## src/rtl/alu_pkg.sv

```systemverilog
// Shared types and constants for the ALU command issuer and its FIFOs.
package alu_pkg;

    localparam int unsigned ALU_DATA_W = 8;
    localparam int unsigned ALU_TAG_W  = 4;
    localparam logic [ALU_DATA_W-1:0] ALU_DIV0_Q = 8'hFF;

    typedef enum logic [2:0] {
        ALU_ADD = 3'b000,
        ALU_SUB = 3'b001,
        ALU_MUL = 3'b010,
        ALU_DIV = 3'b011
    } alu_op_e;

    // op kept as raw bits so that the 1xx pass-through codes survive storage
    typedef struct packed {
        logic [2:0]            op;
        logic [ALU_DATA_W-1:0] a;
        logic [ALU_DATA_W-1:0] b;
        logic [ALU_TAG_W-1:0]  tag;
    } alu_cmd_t;

    typedef struct packed {
        logic [ALU_DATA_W-1:0] q;
        logic                  cout;
        logic [ALU_TAG_W-1:0]  tag;
        logic                  err;
    } alu_rsp_t;

    function automatic logic is_div0(logic [2:0] op, logic [ALU_DATA_W-1:0] b);
        return (op == ALU_DIV) && (b == '0);
    endfunction

endpackage

```

## src/rtl/alu_cmd_issuer_if.sv

```systemverilog
// Command, response and ALU-side signals of the issuer; slave is the issuer's view.
interface alu_cmd_issuer_if #(
    parameter int unsigned TAG_W = 4
);
    logic             cmd_valid;
    logic             cmd_ready;
    logic [2:0]       cmd_op;
    logic [7:0]       cmd_a;
    logic [7:0]       cmd_b;
    logic [TAG_W-1:0] cmd_tag;
    logic [2:0]       alu_ctl;
    logic [7:0]       alu_a;
    logic [7:0]       alu_b;
    logic [7:0]       alu_q;
    logic             alu_cout;
    logic             rsp_valid;
    logic             rsp_ready;
    logic [7:0]       rsp_q;
    logic             rsp_cout;
    logic [TAG_W-1:0] rsp_tag;
    logic             rsp_err;
    logic [2:0]       inflight;

    modport slave (
        input  cmd_valid, cmd_op, cmd_a, cmd_b, cmd_tag, alu_q, alu_cout, rsp_ready,
        output cmd_ready, alu_ctl, alu_a, alu_b, rsp_valid, rsp_q, rsp_cout, rsp_tag,
               rsp_err, inflight
    );

    modport master (
        output cmd_valid, cmd_op, cmd_a, cmd_b, cmd_tag, alu_q, alu_cout, rsp_ready,
        input  cmd_ready, alu_ctl, alu_a, alu_b, rsp_valid, rsp_q, rsp_cout, rsp_tag,
               rsp_err, inflight
    );
endinterface

```

## src/rtl/alu_sync_fifo.sv

```systemverilog
// Single-clock FIFO with registered count; head is shown combinationally from storage.
module alu_sync_fifo #(
    parameter int unsigned WIDTH = 8,
    parameter int unsigned DEPTH = 4,
    localparam int unsigned AW = $clog2(DEPTH),
    localparam int unsigned CW = AW + 1
) (
    input  logic             clk,
    input  logic             rst_n,
    input  logic             i_push,
    input  logic [WIDTH-1:0] i_wdata,
    input  logic             i_pop,
    output logic [WIDTH-1:0] o_rdata,
    output logic             o_full,
    output logic             o_empty,
    output logic [CW-1:0]    o_count
);
    logic [WIDTH-1:0] r_mem [DEPTH];
    logic [AW-1:0]    r_wr_ptr;
    logic [AW-1:0]    r_rd_ptr;
    logic [CW-1:0]    r_count;
    logic             w_push;
    logic             w_pop;

    assign o_full  = (r_count == CW'(DEPTH));
    assign o_empty = (r_count == '0);
    assign o_count = r_count;
    assign o_rdata = r_mem[r_rd_ptr];
    assign w_push  = i_push && !o_full;
    assign w_pop   = i_pop && !o_empty;

    always_ff @(posedge clk or negedge rst_n) begin
        if (!rst_n) begin
            for (int i = 0; i < int'(DEPTH); i++) r_mem[i] <= '0;
            r_wr_ptr <= '0;
            r_rd_ptr <= '0;
            r_count  <= '0;
        end else begin
            if (w_push) begin
                r_mem[r_wr_ptr] <= i_wdata;
                r_wr_ptr        <= r_wr_ptr + AW'(1);
            end
            if (w_pop) r_rd_ptr <= r_rd_ptr + AW'(1);
            r_count <= r_count + CW'(w_push) - CW'(w_pop);
        end
    end
endmodule

```

## src/rtl/alu_cmd_issuer.sv

```systemverilog
// Buffers tagged ALU commands, issues them with response-space credits and returns
// results in order; an op is only issued when its result is guaranteed a slot.
module alu_cmd_issuer
    import alu_pkg::*;
#(
    parameter int unsigned CMD_DEPTH = 4,
    parameter int unsigned RSP_DEPTH = 4,
    parameter int unsigned ALU_LAT   = 1,
    parameter int unsigned TAG_W     = ALU_TAG_W
) (
    input logic              clk,
    input logic              rst_n,
    alu_cmd_issuer_if.slave  bus
);
    localparam int unsigned CCW = $clog2(CMD_DEPTH) + 1;
    localparam int unsigned RCW = $clog2(RSP_DEPTH) + 1;

    alu_cmd_t             w_cmd_in;
    alu_cmd_t             w_cmd_head;
    logic                 w_cmd_push;
    logic                 w_cmd_full;
    logic                 w_cmd_empty;
    logic [CCW-1:0]       w_cmd_count;
    alu_rsp_t             w_rsp_in;
    alu_rsp_t             w_rsp_head;
    logic                 w_rsp_full;
    logic                 w_rsp_empty;
    logic [RCW-1:0]       w_rsp_count;
    logic                 w_issue;
    logic [2:0]           w_inflight;
    logic                 w_unused_full;

    logic [ALU_LAT:0]     r_vld;
    logic [ALU_LAT:0]     r_err;
    logic [ALU_TAG_W-1:0] r_tag [ALU_LAT+1];
    logic [2:0]           r_alu_ctl;
    logic [7:0]           r_alu_a;
    logic [7:0]           r_alu_b;

    always_comb begin
        w_cmd_in     = '0;
        w_cmd_in.op  = bus.cmd_op;
        w_cmd_in.a   = bus.cmd_a;
        w_cmd_in.b   = bus.cmd_b;
        w_cmd_in.tag = ALU_TAG_W'(bus.cmd_tag);
    end

    assign bus.cmd_ready = (32'(w_cmd_count) < CMD_DEPTH);
    assign w_cmd_push    = bus.cmd_valid && bus.cmd_ready;

    alu_sync_fifo #(.WIDTH($bits(alu_cmd_t)), .DEPTH(CMD_DEPTH)) u_cmd_fifo (
        .clk     (clk),
        .rst_n   (rst_n),
        .i_push  (w_cmd_push),
        .i_wdata (w_cmd_in),
        .i_pop   (w_issue),
        .o_rdata (w_cmd_head),
        .o_full  (w_cmd_full),
        .o_empty (w_cmd_empty),
        .o_count (w_cmd_count)
    );

    always_comb begin
        w_inflight = '0;
        for (int i = 0; i <= int'(ALU_LAT); i++) w_inflight = w_inflight + 3'(r_vld[i]);
    end

    // Credits count both stored and in-flight results; a same-cycle response pop is not used.
    assign w_issue = !w_cmd_empty && ((32'(w_rsp_count) + 32'(w_inflight)) < RSP_DEPTH);

    always_ff @(posedge clk or negedge rst_n) begin
        if (!rst_n) begin
            r_vld     <= '0;
            r_err     <= '0;
            for (int i = 0; i <= int'(ALU_LAT); i++) r_tag[i] <= '0;
            r_alu_ctl <= '0;
            r_alu_a   <= '0;
            r_alu_b   <= '0;
        end else begin
            for (int i = int'(ALU_LAT); i > 0; i--) begin
                r_vld[i] <= r_vld[i-1];
                r_err[i] <= r_err[i-1];
                r_tag[i] <= r_tag[i-1];
            end
            r_vld[0] <= w_issue;
            r_err[0] <= is_div0(w_cmd_head.op, w_cmd_head.b);
            r_tag[0] <= w_cmd_head.tag;
            if (w_issue) begin
                r_alu_ctl <= w_cmd_head.op;
                r_alu_a   <= w_cmd_head.a;
                r_alu_b   <= w_cmd_head.b;
            end
        end
    end

    assign bus.alu_ctl = r_alu_ctl;
    assign bus.alu_a   = r_alu_a;
    assign bus.alu_b   = r_alu_b;
    assign bus.inflight = w_inflight;

    always_comb begin
        w_rsp_in.tag = r_tag[ALU_LAT];
        w_rsp_in.err = r_err[ALU_LAT];
        if (r_err[ALU_LAT]) begin
            w_rsp_in.q    = ALU_DIV0_Q;
            w_rsp_in.cout = 1'b0;
        end else begin
            w_rsp_in.q    = bus.alu_q;
            w_rsp_in.cout = bus.alu_cout;
        end
    end

    alu_sync_fifo #(.WIDTH($bits(alu_rsp_t)), .DEPTH(RSP_DEPTH)) u_rsp_fifo (
        .clk     (clk),
        .rst_n   (rst_n),
        .i_push  (r_vld[ALU_LAT]),
        .i_wdata (w_rsp_in),
        .i_pop   (bus.rsp_ready),
        .o_rdata (w_rsp_head),
        .o_full  (w_rsp_full),
        .o_empty (w_rsp_empty),
        .o_count (w_rsp_count)
    );

    // Overflow is excluded by the credit rule, so the full flags carry no extra information.
    assign w_unused_full = w_cmd_full | w_rsp_full;

    assign bus.rsp_valid = !w_rsp_empty;
    assign bus.rsp_q     = w_rsp_head.q;
    assign bus.rsp_cout  = w_rsp_head.cout;
    assign bus.rsp_tag   = TAG_W'(w_rsp_head.tag);
    assign bus.rsp_err   = w_rsp_head.err;
endmodule

```

## src/flat_wrapper.sv

```systemverilog
// flat-port wrapper written by rule: the top's interface ports become plain ports
module alu_cmd_issuer_flat import alu_pkg::*;
#(
    parameter int unsigned CMD_DEPTH = 4,
    parameter int unsigned RSP_DEPTH = 4,
    parameter int unsigned ALU_LAT   = 1,
    parameter int unsigned TAG_W     = ALU_TAG_W
)
  (clk, rst_n, bus_cmd_valid, bus_cmd_op, bus_cmd_a, bus_cmd_b, bus_cmd_tag, bus_alu_q, bus_alu_cout, bus_rsp_ready, bus_cmd_ready, bus_alu_ctl, bus_alu_a, bus_alu_b, bus_rsp_valid, bus_rsp_q, bus_rsp_cout, bus_rsp_tag, bus_rsp_err, bus_inflight);
  alu_cmd_issuer_if #(.TAG_W(TAG_W)) bus_i ();
  input logic clk;
  input logic rst_n;
  input wire logic [$bits(bus_i.cmd_valid)-1:0] bus_cmd_valid;
  input wire logic [$bits(bus_i.cmd_op)-1:0] bus_cmd_op;
  input wire logic [$bits(bus_i.cmd_a)-1:0] bus_cmd_a;
  input wire logic [$bits(bus_i.cmd_b)-1:0] bus_cmd_b;
  input wire logic [$bits(bus_i.cmd_tag)-1:0] bus_cmd_tag;
  input wire logic [$bits(bus_i.alu_q)-1:0] bus_alu_q;
  input wire logic [$bits(bus_i.alu_cout)-1:0] bus_alu_cout;
  input wire logic [$bits(bus_i.rsp_ready)-1:0] bus_rsp_ready;
  output wire logic [$bits(bus_i.cmd_ready)-1:0] bus_cmd_ready;
  output wire logic [$bits(bus_i.alu_ctl)-1:0] bus_alu_ctl;
  output wire logic [$bits(bus_i.alu_a)-1:0] bus_alu_a;
  output wire logic [$bits(bus_i.alu_b)-1:0] bus_alu_b;
  output wire logic [$bits(bus_i.rsp_valid)-1:0] bus_rsp_valid;
  output wire logic [$bits(bus_i.rsp_q)-1:0] bus_rsp_q;
  output wire logic [$bits(bus_i.rsp_cout)-1:0] bus_rsp_cout;
  output wire logic [$bits(bus_i.rsp_tag)-1:0] bus_rsp_tag;
  output wire logic [$bits(bus_i.rsp_err)-1:0] bus_rsp_err;
  output wire logic [$bits(bus_i.inflight)-1:0] bus_inflight;
  assign bus_i.cmd_valid = bus_cmd_valid;
  assign bus_i.cmd_op = bus_cmd_op;
  assign bus_i.cmd_a = bus_cmd_a;
  assign bus_i.cmd_b = bus_cmd_b;
  assign bus_i.cmd_tag = bus_cmd_tag;
  assign bus_i.alu_q = bus_alu_q;
  assign bus_i.alu_cout = bus_alu_cout;
  assign bus_i.rsp_ready = bus_rsp_ready;
  assign bus_cmd_ready = bus_i.cmd_ready;
  assign bus_alu_ctl = bus_i.alu_ctl;
  assign bus_alu_a = bus_i.alu_a;
  assign bus_alu_b = bus_i.alu_b;
  assign bus_rsp_valid = bus_i.rsp_valid;
  assign bus_rsp_q = bus_i.rsp_q;
  assign bus_rsp_cout = bus_i.rsp_cout;
  assign bus_rsp_tag = bus_i.rsp_tag;
  assign bus_rsp_err = bus_i.rsp_err;
  assign bus_inflight = bus_i.inflight;
  alu_cmd_issuer #(.CMD_DEPTH(CMD_DEPTH), .RSP_DEPTH(RSP_DEPTH), .ALU_LAT(ALU_LAT), .TAG_W(TAG_W)) u_core (.clk(clk), .rst_n(rst_n), .bus(bus_i));
endmodule
```

## config.mk

```make
export PLATFORM = sky130hd
export DESIGN_NAME = alu_cmd_issuer_flat
export DESIGN_NICKNAME = d
export VERILOG_FILES = /design/src/rtl/alu_pkg.sv /design/src/rtl/alu_cmd_issuer_if.sv /design/src/rtl/alu_sync_fifo.sv /design/src/rtl/alu_cmd_issuer.sv /design/src/flat_wrapper.sv
export SDC_FILE = /design/constraint.sdc
export NUM_CORES = 1
export LEC_CHECK = 0
export ABC_AREA = 1
export CAP_MARGIN = 15
export CORE_MARGIN = 2
export CORE_UTILIZATION = 60
export CTS_CLUSTER_DIAMETER = 120
export DETAILED_ROUTE_END_ITERATION = 7
export GPL_TIMING_DRIVEN = 0
export PLACE_DENSITY = 0.93
export SLEW_MARGIN = 30
export SYNTH_ARGS = -nofsm -noshare
export SYNTH_HDL_FRONTEND = slang
export SYNTH_SLANG_ARGS = --single-unit
```

## constraint.sdc

```tcl
create_clock -name clk -period 4.96 [get_ports clk]
set_input_delay 0.992 -clock clk [delete_from_list [all_inputs] [get_ports clk]]
set_output_delay 0.992 -clock clk [all_outputs]
set_load 0.02 [all_outputs]
```

* After elaboration in Yosys (flattened, before gate mapping)
Cells that the tools add are included.
** Word-level totals
- Register bits :: 193
- Latch bits :: 0
- RAM bits :: 0
- Bits in read-only memories :: 0
- Input port bits :: 36
- Output and inout bits :: 38
- Logic and storage cells :: 75
- Memories kept :: 0
** Cells by class
- Add/sub/neg operators :: 10
- $mul :: 0
- Divide/modulo/power cells :: 0
- Order comparisons :: 8
- Equal/unequal tests :: 3
- Shift-type cells :: 0
- Muxes and demuxes :: 13
- Bitwise operators :: 4
- Reductions and logical operators :: 16
** Operators with widths (count)
- $bwmux W92 :: 1
- $mux W23 :: 3
- $bwmux W56 :: 1
- $bmux W23 S2 :: 1
- $demux W23 S2 :: 1
- $mux W14 :: 3
- $lt A32 B3 Y1 const B :: 1
- $bmux W14 S2 :: 1
- $demux W14 S2 :: 1
- $ge A3 B3 Y1 const B :: 4
- $not A2 Y3 :: 4
- $logic_and A1 B1 Y1 :: 9
- $mux W9 :: 1
- $add A2 B1 Y2 const B :: 4
- $logic_not A8 Y1 :: 1
- $add A3 B1 Y3 :: 2
- $eq A3 B3 Y1 const B :: 2
- $logic_not A3 Y1 :: 2
- $lt A3 B1 Y1 const B :: 2
- $sub A3 B1 Y3 :: 2
- $add A3 B3 Y4 :: 1
- $logic_not A1 Y1 :: 4
- $eq A3 B2 Y1 const B :: 1
- $lt A3 B3 Y1 const B :: 1
- $add A1 B1 Y2 :: 1

* Longest topological paths before layout
Gate-level depths: netlist (run 1).
- Depth after elaboration :: 6
- Mapped depth :: 12
- Mapped depth without buffers :: 11

* Modules after synthesis
A second synthesis (run 1) with hierarchy kept.
** Second synthesis, totals
- Cells, all modules :: 1139
- Area total of the unflattened synthesis :: 9507.9 um^2
** Modules (own cells, without submodules)
- alu_sync_fifo (u_core.u_cmd_fifo) :: instances 1, cells an instance 612, area each 4912.2 um^2, seq. area each 2477.4 um^2
- alu_sync_fifo (u_core.u_rsp_fifo) :: instances 1, cells an instance 391, area each 3283.1 um^2, seq. area each 1576.5 um^2
- alu_cmd_issuer :: instances 1, cells an instance 136, area each 1312.5 um^2, seq. area each 775.7 um^2

* Least setup slack after synthesis (run 1)
OpenSTA, ideal clock, no wires.
- Path type :: flip-flop to flip-flop
- Start :: reg u_core.r_vld[1]
- End :: reg u_core.u_cmd_fifo.r_count[2], in the netlist u_core.u_cmd_fifo.o_count[2]
- Library setup time :: 0.129 ns
- Arrival :: 2.441 ns
- Path slack :: 2.390 ns
- Stages on the path, launching flop included :: 13
- Path buffers :: 1
- Period minus slack after synthesis :: 2.570 ns
- Path through :: dfrtp_1 ha_1 ha_1 nand3_1 nand3_1 inv_1 buf_2 ha_1 inv_1 ha_1 fa_1 xnor2_1 xor2_1
** On the way
- Longest elaborated chain between the ends :: 6
** RTL lines
- start: declaration :: line alu_cmd_issuer.sv:33 : logic [ALU_LAT:0] r_vld;
- start signal: indexed assignment :: line alu_cmd_issuer.sv:81 : r_vld[i] <= r_vld[i-1];
- $add A1 B1 Y2 :: line alu_cmd_issuer.sv:65 : for (int i = 0; i <= int'(ALU_LAT); i++) w_inflight = w_inflight + 3'(r_vld[i]);
- net bus_inflight[1] :: line flat_wrapper.sv:30 : output wire logic [$bits(bus_i.inflight)-1:0] bus_inflight;
- $add A3 B3 Y4 :: line alu_cmd_issuer.sv:69 : assign w_issue = !w_cmd_empty && ((32'(w_rsp_count) + 32'(w_inflight)) < RSP_DEPTH);
- $lt A32 B3 Y1 :: line alu_cmd_issuer.sv:69
- $logic_and A1 B1 Y1 :: line alu_cmd_issuer.sv:69
- net u_core.u_cmd_fifo.i_pop :: line alu_sync_fifo.sv:12 : input logic i_pop,
- $logic_and A1 B1 Y1 :: line alu_sync_fifo.sv:30 : assign w_pop = i_pop && !o_empty;
- $sub A3 B1 Y3 :: line alu_sync_fifo.sv:44 : r_count <= r_count + CW'(w_push) - CW'(w_pop);
- end signal: assignment :: line alu_sync_fifo.sv:44
- end: declaration :: line alu_sync_fifo.sv:21 : logic [CW-1:0] r_count;
The timed path passes the listed nets, and every way through them passes these cells.
A chain may end at the register's enable or synchronous reset.

* Worst setup path in the final report (run 1)
- Start :: reg u_core.u_rsp_fifo.r_rd_ptr[1]
- End :: out bus_rsp_tag[3]
** On the way
- Longest elaborated chain between the ends :: 4
** RTL lines
- start: declaration :: line alu_sync_fifo.sv:20 : logic [AW-1:0] r_rd_ptr;
- start signal: assignment :: line alu_sync_fifo.sv:43 : if (w_pop) r_rd_ptr <= r_rd_ptr + AW'(1);
- $not A2 Y3 (implied by the code) :: line alu_sync_fifo.sv:28 : assign o_rdata = r_mem[r_rd_ptr];
- $bmux W14 S2 :: line alu_sync_fifo.sv:28
- $mux W14 (implied by the code) (2 in a row) :: line alu_sync_fifo.sv:28
- end: declaration :: line flat_wrapper.sv:28 : output wire logic [$bits(bus_i.rsp_tag)-1:0] bus_rsp_tag;
No other way between the ends. The select of a mux whose other input is x is not followed.

==> run summary, run 1 <==
### Outcome
- complete, but fails checks — run status
- DRC — violations in the final reports

### STA
- 287 MHz — Fmax
- 0 — count of endpoints failing hold in the final timing report
- 0.00969 ns — setup clock skew after layout
- 0 — Final setup violation count
- 0 ns — setup TNS
- no — RSZ-0062 raised after global routing
- 0 — max-slew violation count
- 61.8% — Slew HR
- 70.3% — portion of the clock cycle consumed by the worst path in the final layout
- 3.49 ns — time the worst path needs with I/O delays and setup
- 0.573 ns — Least-Margin Pin Slew
- 1.47 ns — final worst slack

### Placed design
- 0.851 — Routability Congestion
- 72 — number of port buffers
- 1.98 ns — setup slack at placement
- 0.00937 mm² — cell area after placement
- 13.5 mm — placed wire-length estimate

### Synth
- 0 — number of warning messages in the yosys log
- sky130_fd_sc_hd__dfrtp_1 — Top FF cell, synth
- 0.942% — xor-xnor portion of the synthesized cell area
- 2.57% — post-synthesis share of cell area spent on full adders, half adders and majority gates
- simple AND/OR/NAND/NOR gates — largest family of logic cells by synthesized area
- 1006 — Synth Net Count
- 954 — Gate Count Post-Synth
- 0 — Post-synth EDFFs
- 193 — synthesis-stage register bit count
- 0% — portion of netlist area occupied by mux cells
- 28 — number of different library cells in the post-synthesis netlist
- 57.7% — area share of the leading cell type in the synthesized netlist
- 19.7% — simple-gate share of the synthesized area
- sky130_fd_sc_hd__dfrtp_1, sky130_fd_sc_hd__nand2_1, sky130_fd_sc_hd__o21ai_0, sky130_fd_sc_hd__nor2_1, sky130_fd_sc_hd__inv_1 — top cells by area in the synthesized netlist
- sky130_fd_sc_hd__dfrtp_1 — leading area contributor after synthesis
- 13.0% — post-synthesis compound-gate area fraction
- 0.00837 mm² — post-synthesis cell area
- 8.77 µm² — per-instance average area after synthesis
- 100% — async set-or-reset flop fraction in the synthesized netlist
- 57.7% — sequential area share after synthesis

### Cells and area
- sky130_fd_sc_hd__nand2_1 — most common library cell in the layout ignoring fill and taps
- 9.16% — share of cells above drive strength 1
- 0.00992 mm² — Finished Cell Area
- 18.5% — area growth from synthesis to layout
- 0 — number of antenna cells inserted
- 1099 — final-stage net count
- sky130_fd_sc_hd__nand2_1, sky130_fd_sc_hd__dfrtp_1, sky130_fd_sc_hd__o21ai_0 — most frequent cells in the layout
- 72.0% — Finished Core Util

### Floorplan
- 43 — number of cell rows
- 0.0149 mm² — Total Die Area
- 122 µm — die extent in y
- 122 µm — horizontal die dimension
- 0.0138 mm² — CORE AREA
- 60.7% — initial core utilization
- 74 — number of top-level design ports

### Pwr
- 4.83 nW — reported leakage power
- 722 mW/mm² — power density over the cells
- 7.16 mW — power consumption
- 0.460 mV — VDD IR max

### Route
- 7199 — overall via count from detail_route
- 0 — ANT nets after route
- 8 — 1st-pass router iterations
- 931 — Iteration-0 DRC Markers
- 3 — number of design rule violations left after detail routing
- 5.81 — post-DR vias/cell
- 21.1 mm — Post-Route WL
- 17.0 µm — wire per inst

### Critical path
- flop — kind of start point of the critical path
- 3.97 ns — WP data required
- output port — CP Capture Type
- reg2out — critical path class
- 10 — Critical Path Fanout Max
- 2.50 ns — CP Data Arrival Time

### CTS
- 0 — hold buffer count at cts
- sky130_fd_sc_hd__clkbuf_16 — Root Buffer
- 17 — CTS Buf Count
- 193 — # clock sinks
- built — TritonCTS clock tree
- 0.07 ns — Clk pin slew, worst setup/hold paths
- 0.44 ns — worst skew pair latency
- 0 — number of instances resized during post-cts repair
- 4 — CTS H-tree depth
- 2 — CTS Buffer Depth
- 0 — setup fix buffers added after clock tree synthesis

### GRT
- 0 — aggregate global routing overflow
- 69 — pin count of the biggest net entering global routing
- 7041 — vias in the first global route
- 29.8% — Total GRT Usage
- 0 — antenna violations before repair
- 34.1 mm — global-route wire length before repair

### Flow run
- 0 — max-cap violation count

### Min path
- reg2reg — worst hold path class

-- final timing paths --
path | cells past startpoint | slack [ns] | from | to
max in group asynchronous | 3 | 3.43 | rst_n | u_core.bus.alu_a[0]
min in group asynchronous | 1 | 0.48 | rst_n | u_core.u_rsp_fifo.r_mem[15]
hold reg to reg | 0 | 0.35 | u_core.r_tag[5] | u_core.r_tag[1]
setup / recovery | 5 | 1.47 | u_core.u_rsp_fifo.r_rd_ptr[1] | bus_rsp_tag[3]
hold / removal | 0 | 0.35 | u_core.r_tag[5] | u_core.r_tag[1]
setup reg to reg | 12 | 2.15 | u_core.r_vld[1] | u_core.u_cmd_fifo.o_count[2]
-- cell usage after synthesis (all sizes together) (2+ instances only) --
| cell | instances |
|---|---|
| buf | 41 |
| ha | 14 |
| a31oi | 2 |
| or2 | 8 |
| inv | 52 |
| clkbuf | 9 |
| nand2 | 324 |
| clkinv | 5 |
| nor2 | 65 |
| o22ai | 26 |
| nand3 | 23 |
| xnor2 | 2 |
| o21ai | 178 |
| dfrtp | 193 |
| fa | 2 |
| xor2 | 7 |
-- sequential cells by signal (all words and copies together) (netlist names) --
| signal | cells |
|---|---|
| u_core.r_vld | 2 |
| u_core.u_cmd_fifo.r_mem | 92 |
| u_core.bus.alu_ctl | 3 |
| u_core.r_err | 2 |
| u_core.u_rsp_fifo.r_wr_ptr | 2 |
| u_core.u_cmd_fifo.r_rd_ptr | 2 |
| u_core.bus.alu_a | 8 |
| u_core.u_rsp_fifo.r_rd_ptr | 2 |
| u_core.u_cmd_fifo.r_wr_ptr | 2 |
| u_core.r_tag | 8 |
| u_core.u_rsp_fifo.r_mem | 56 |
| u_core.u_rsp_fifo.o_count | 3 |
| u_core.bus.alu_b | 8 |
| u_core.u_cmd_fifo.o_count | 3 |
-- layout make-up --
class	instances	area, µm²
inverters	57	234
clock buffers	18	429
plain buffers	50	268
clock inverters	13	115
multi-input cells	654	3030
repair buffers	74	781
fillers	1040	3860
well taps	180	225
flip-flops and latches	193	4830
-- power breakdown --
part           switching (mW)  total, mW  internal, mW
Sequential              0.421       2.72          2.30
Clock                   0.604       1.29         0.689
Combinational            1.96       3.15          1.20
Total                    2.98       7.16          4.18
-- critical path: stages (launching register included) --
cell and delay [ns]:
sky130_fd_sc_hd__dfrtp_1 0.44, sky130_fd_sc_hd__inv_1 0.18, sky130_fd_sc_hd__clkbuf_1 0.40, sky130_fd_sc_hd__o21ai_0 0.18
sky130_fd_sc_hd__o22ai_1 0.21, sky130_fd_sc_hd__clkdlybuf4s50_1 0.64
-- stage by stage --
step | std cells | hold slack (ns)
after floorplan | 954 | 0.331
after CTS | 1239 | 0.351
after global placement | 1206 | 0.333
after detailed placement | 1208 | 0.336
final | 1239 | 0.349
after global routing | 1239 | 0.353
-- logic make-up (layout without fill, tap and decap cells) --
logic type,after synthesis,after routing
adder cells (fa/ha/maj),16,16
AO/OA/AOI/OAI,206,206
other,1,1
flip-flops,193,193
AND/OR/NAND/NOR,422,422
XOR/XNOR,9,9
buffers and inverters,107,212
-- metal layers --
layer,vias up,global-route usage [%],routed length (µm)
li1,3243,-,-
met2,428,49.3,10600
met4,0,14.8,696
met5,-,0,0
met3,72,6.98,1730
met1,3456,36.8,8070
Note: power is estimated with default switching activity, not from simulation.
==> run 2, diff against run 1 <==
--- a/config.mk
+++ b/config.mk
@@ -8,11 +8,11 @@
 export ABC_AREA = 1
 export CAP_MARGIN = 15
 export CORE_MARGIN = 2
-export CORE_UTILIZATION = 60
+export CORE_UTILIZATION = 58
 export CTS_CLUSTER_DIAMETER = 120
 export DETAILED_ROUTE_END_ITERATION = 7
 export GPL_TIMING_DRIVEN = 0
-export PLACE_DENSITY = 0.93
+export PLACE_DENSITY = 0.9
 export SLEW_MARGIN = 30
 export SYNTH_ARGS = -nofsm -noshare
 export SYNTH_HDL_FRONTEND = slang
==> constraint.sdc (replaced) <==
create_clock -name clk -period 3.5 [get_ports clk]
set_input_delay 0.7 -clock clk [delete_from_list [all_inputs] [get_ports clk]]
set_output_delay 0.7 -clock clk [all_outputs]
set_load 0.02 [all_outputs]
==> run summary, run 2 (synthesized netlist as in run 1, its figures left out) <==
### Outcome
- finished, final reports clean — run status, was complete, but fails checks

### Cells and area
- u_core.u_cmd_fifo.r_mem x92, u_core.u_rsp_fifo.r_mem x56 — largest registers, unchanged
- u_core.u_cmd_fifo.r_mem — most flop-heavy register, unchanged
- 0.00303 mm² — multi-input gate area in the final layout, unchanged
- 0 — number of antenna cells inserted, unchanged
- 0.00483 mm² — total area of sequential cells, unchanged
- sky130_fd_sc_hd__nand2_1, sky130_fd_sc_hd__dfrtp_1, sky130_fd_sc_hd__o21ai_0 — most frequent cells in the layout, unchanged
- 92 — number of flip-flops under the largest register name, unchanged
- 70.6% — Finished Core Util, was 72.0%
- sky130_fd_sc_hd__nand2_1 — most common library cell in the layout ignoring fill and taps, unchanged
- 1099 — final-stage net count, unchanged
- 18.1% — area growth from synthesis to layout, was 18.5%
- 1066 — count of fill cells added during filler insertion, was 1040
- 8.62% — share of cells above drive strength 1, was 9.16%

### Placed design
- 0.842 — Routability Congestion, was 0.851
- 72 — number of port buffers, unchanged
- 13.4 mm — placed wire-length estimate, was 13.5 mm
- 0.695 ns — setup slack at placement, was 1.98 ns

### Route
- 0 — number of design rule violations left after detail routing, was 3
- 20.8 mm — Post-Route WL, was 21.1 mm
- 6 — 1st-pass router iterations, was 8
- 7073 — overall via count from detail_route, was 7199
- 5.72 — post-DR vias/cell, was 5.81
- 0 — ANT nets after route, unchanged
- 758 — Iteration-0 DRC Markers, was 931
- 16.8 µm — wire per inst, was 17.0 µm

### STA
- 0 — count of endpoints failing hold in the final timing report, unchanged
- 3.23 ns — time the worst path needs with I/O delays and setup
- 0.0133 ns — setup clock skew after layout, was 0.00969 ns
- 60.8% — Slew HR, was 61.8%
- 309 MHz — Fmax
- 0.217 ns — worst hold slack, was 0.349 ns
- 0 — Final setup violation count, unchanged
- 0.269 ns — final worst slack, was 1.47 ns
- 0.587 ns — Least-Margin Pin Slew, was 0.573 ns
- no — RSZ-0062 raised after global routing, unchanged
- 0 — max-slew violation count, unchanged
- 92.3% — portion of the clock cycle consumed by the worst path in the final layout

### Min path
- in2async — worst hold path class, was reg2reg

### Floorplan
- 0.0140 mm² — CORE AREA, was 0.0138 mm²
- 59.8% — initial core utilization, was 60.7%
- 74 — number of top-level design ports, unchanged
- 43 — number of cell rows, unchanged
- 124 µm — horizontal die dimension, was 122 µm
- 124 µm — die extent in y, was 122 µm
- 0.0154 mm² — Total Die Area, was 0.0149 mm²

### Critical path
- output port — CP Capture Type, unchanged
- u_core.r_vld[1] — critical register-to-register path startpoint, unchanged
- reg2out — critical path class, unchanged
- 0.65 ns — peak per-stage delay on the critical path, was 0.64 ns
- inv_1, clkbuf_1, o21ai_0, o22ai_1, clkdlybuf4s50_1 — cells along the critical path, unchanged
- 10 — Critical Path Fanout Max, unchanged
- 0.69 ns — register-to-register path setup slack, was 2.15 ns
- flop — kind of start point of the critical path, unchanged
- 12 — worst reg2reg path depth, unchanged
- 2.53 ns — CP Data Arrival Time, was 2.50 ns
- u_core.u_cmd_fifo.o_count[2] — Reg2Reg Capture Point, unchanged
- 2.80 ns — WP data required, was 3.97 ns
- sky130_fd_sc_hd__clkdlybuf4s50_1 — CP max-delay cell, unchanged

### CTS
- 0.06 ns — Clk pin slew, worst setup/hold paths, was 0.07 ns
- 0 — setup fix buffers added after clock tree synthesis, unchanged
- 0 — hold buffer count at cts, unchanged
- 4 — CTS H-tree depth, unchanged
- 17 — CTS Buf Count, unchanged
- 193 — # clock sinks, unchanged
- sky130_fd_sc_hd__clkbuf_16 — Root Buffer, unchanged
- 0 — number of instances resized during post-cts repair, unchanged
- 2 — CTS Buffer Depth, unchanged
- 0.43 ns — worst skew pair latency, was 0.44 ns
- built — TritonCTS clock tree, unchanged

### GRT
- 81 — pin count of the biggest net entering global routing, was 69
- 0 — aggregate global routing overflow, unchanged
- 33.9 mm — global-route wire length before repair, was 34.1 mm
- 28.8% — Total GRT Usage, was 29.8%
- 0 — antenna violations before repair, unchanged
- 6948 — vias in the first global route, was 7041

### Pwr
- 17.5% — clock network power share, was 18.1%
- 4.82 nW — reported leakage power, was 4.83 nW
- 44.3% — combinational share of power, was 44.0%
- 38.3% — relative contribution of sequential cells to total power, was 37.9%
- 41.1% — net switching share of the total power, was 41.6%
- 0.512 mV — VDD IR max, was 0.460 mV
- 1020 mW/mm² — power density over the cells, was 722 mW/mm²
- 5.91 mW — internal power of the cells, was 4.18 mW
- 4.12 mW — net switching power of the design, was 2.98 mW

### Flow run
- 0 — max-cap violation count, unchanged

[run 2: changes by cell type in the layout (fill, tap and decap cells not counted)]
cell,previous run,this run
sky130_fd_sc_hd__inv_6,2,0
sky130_fd_sc_hd__clkinv_4,6,5
sky130_fd_sc_hd__clkbuf_1,10,13
sky130_fd_sc_hd__clkinvlp_4,4,1
[run 2: per-stage QoR]
| stage | setup TNS, ns | instances | cell area [µm²] | power, mW |
|---|---|---|---|---|
| 5_1_grt | 0 | 1236 | 9880 | 10.8 |
| 3_5_place_dp | 0 | 1208 | 9370 | 8.22 |
| 6_report | 0 | 1236 | 9880 | 10.0 |
| 3_3_place_gp | -1166.06 | 1206 | 9310 | 7.98 |
| 4_1_cts | 0 | 1236 | 9880 | 10.0 |
| 2_1_floorplan | 0 | 954 | 8370 | 6.60 |
[run 2: worst max path at each step]
stage | start | end | slack (ns) | cells past startpoint
after floorplan | u_core.r_vld[1] | u_core.u_cmd_fifo.o_count[2] | 0.93 | 12
after global placement | rst_n | u_core.u_cmd_fifo.r_mem[76] | -6.05 | 1
after detailed placement | u_core.r_vld[1] | u_core.u_cmd_fifo.o_count[2] | 0.70 | 12
after CTS | u_core.u_rsp_fifo.r_rd_ptr[1] | bus_rsp_tag[3] | 0.34 | 5
after global routing | u_core.u_rsp_fifo.r_rd_ptr[1] | bus_rsp_tag[3] | 0.17 | 5
final | u_core.u_rsp_fifo.r_rd_ptr[1] | bus_rsp_tag[3] | 0.27 | 5
[run 2: cell type report]
cell class	count	share of cell area, %
flip-flops and latches	193	48.9
multi-input cells	654	30.7
repair buffers	74	7.90
clock buffers	21	4.46
plain buffers	50	2.71
inverters	57	2.37
well taps	180	2.28
clock inverters	7	0.671
[run 2: per-layer routing]
| metal | routed length (µm) | global-route usage (%) | up-vias |
|---|---|---|---|
| met5 | 0 | 0 | - |
| met2 | 10800 | 49.0 | 385 |
| met1 | 7950 | 36.6 | 3381 |
| met3 | 1640 | 5.72 | 60 |
| li1 | - | - | 3247 |
| met4 | 457 | 11.2 | 0 |
[run 2: critical path, delay by kind of cell, from the launching register on]
family	cells	cell delay, ns
flops	1	0.44
compound gates	2	0.43
buf+inv	3	1.24
[run 2: power groups by stage]
stage	Clock, mW	Sequential [mW]	Combinational, mW
floorplan	0	3.81	2.79
global placement	0	3.79	4.19
detailed placement	0	3.83	4.38
CTS	1.76	3.82	4.42
global route	1.85	3.93	4.98
finish	1.75	3.84	4.44
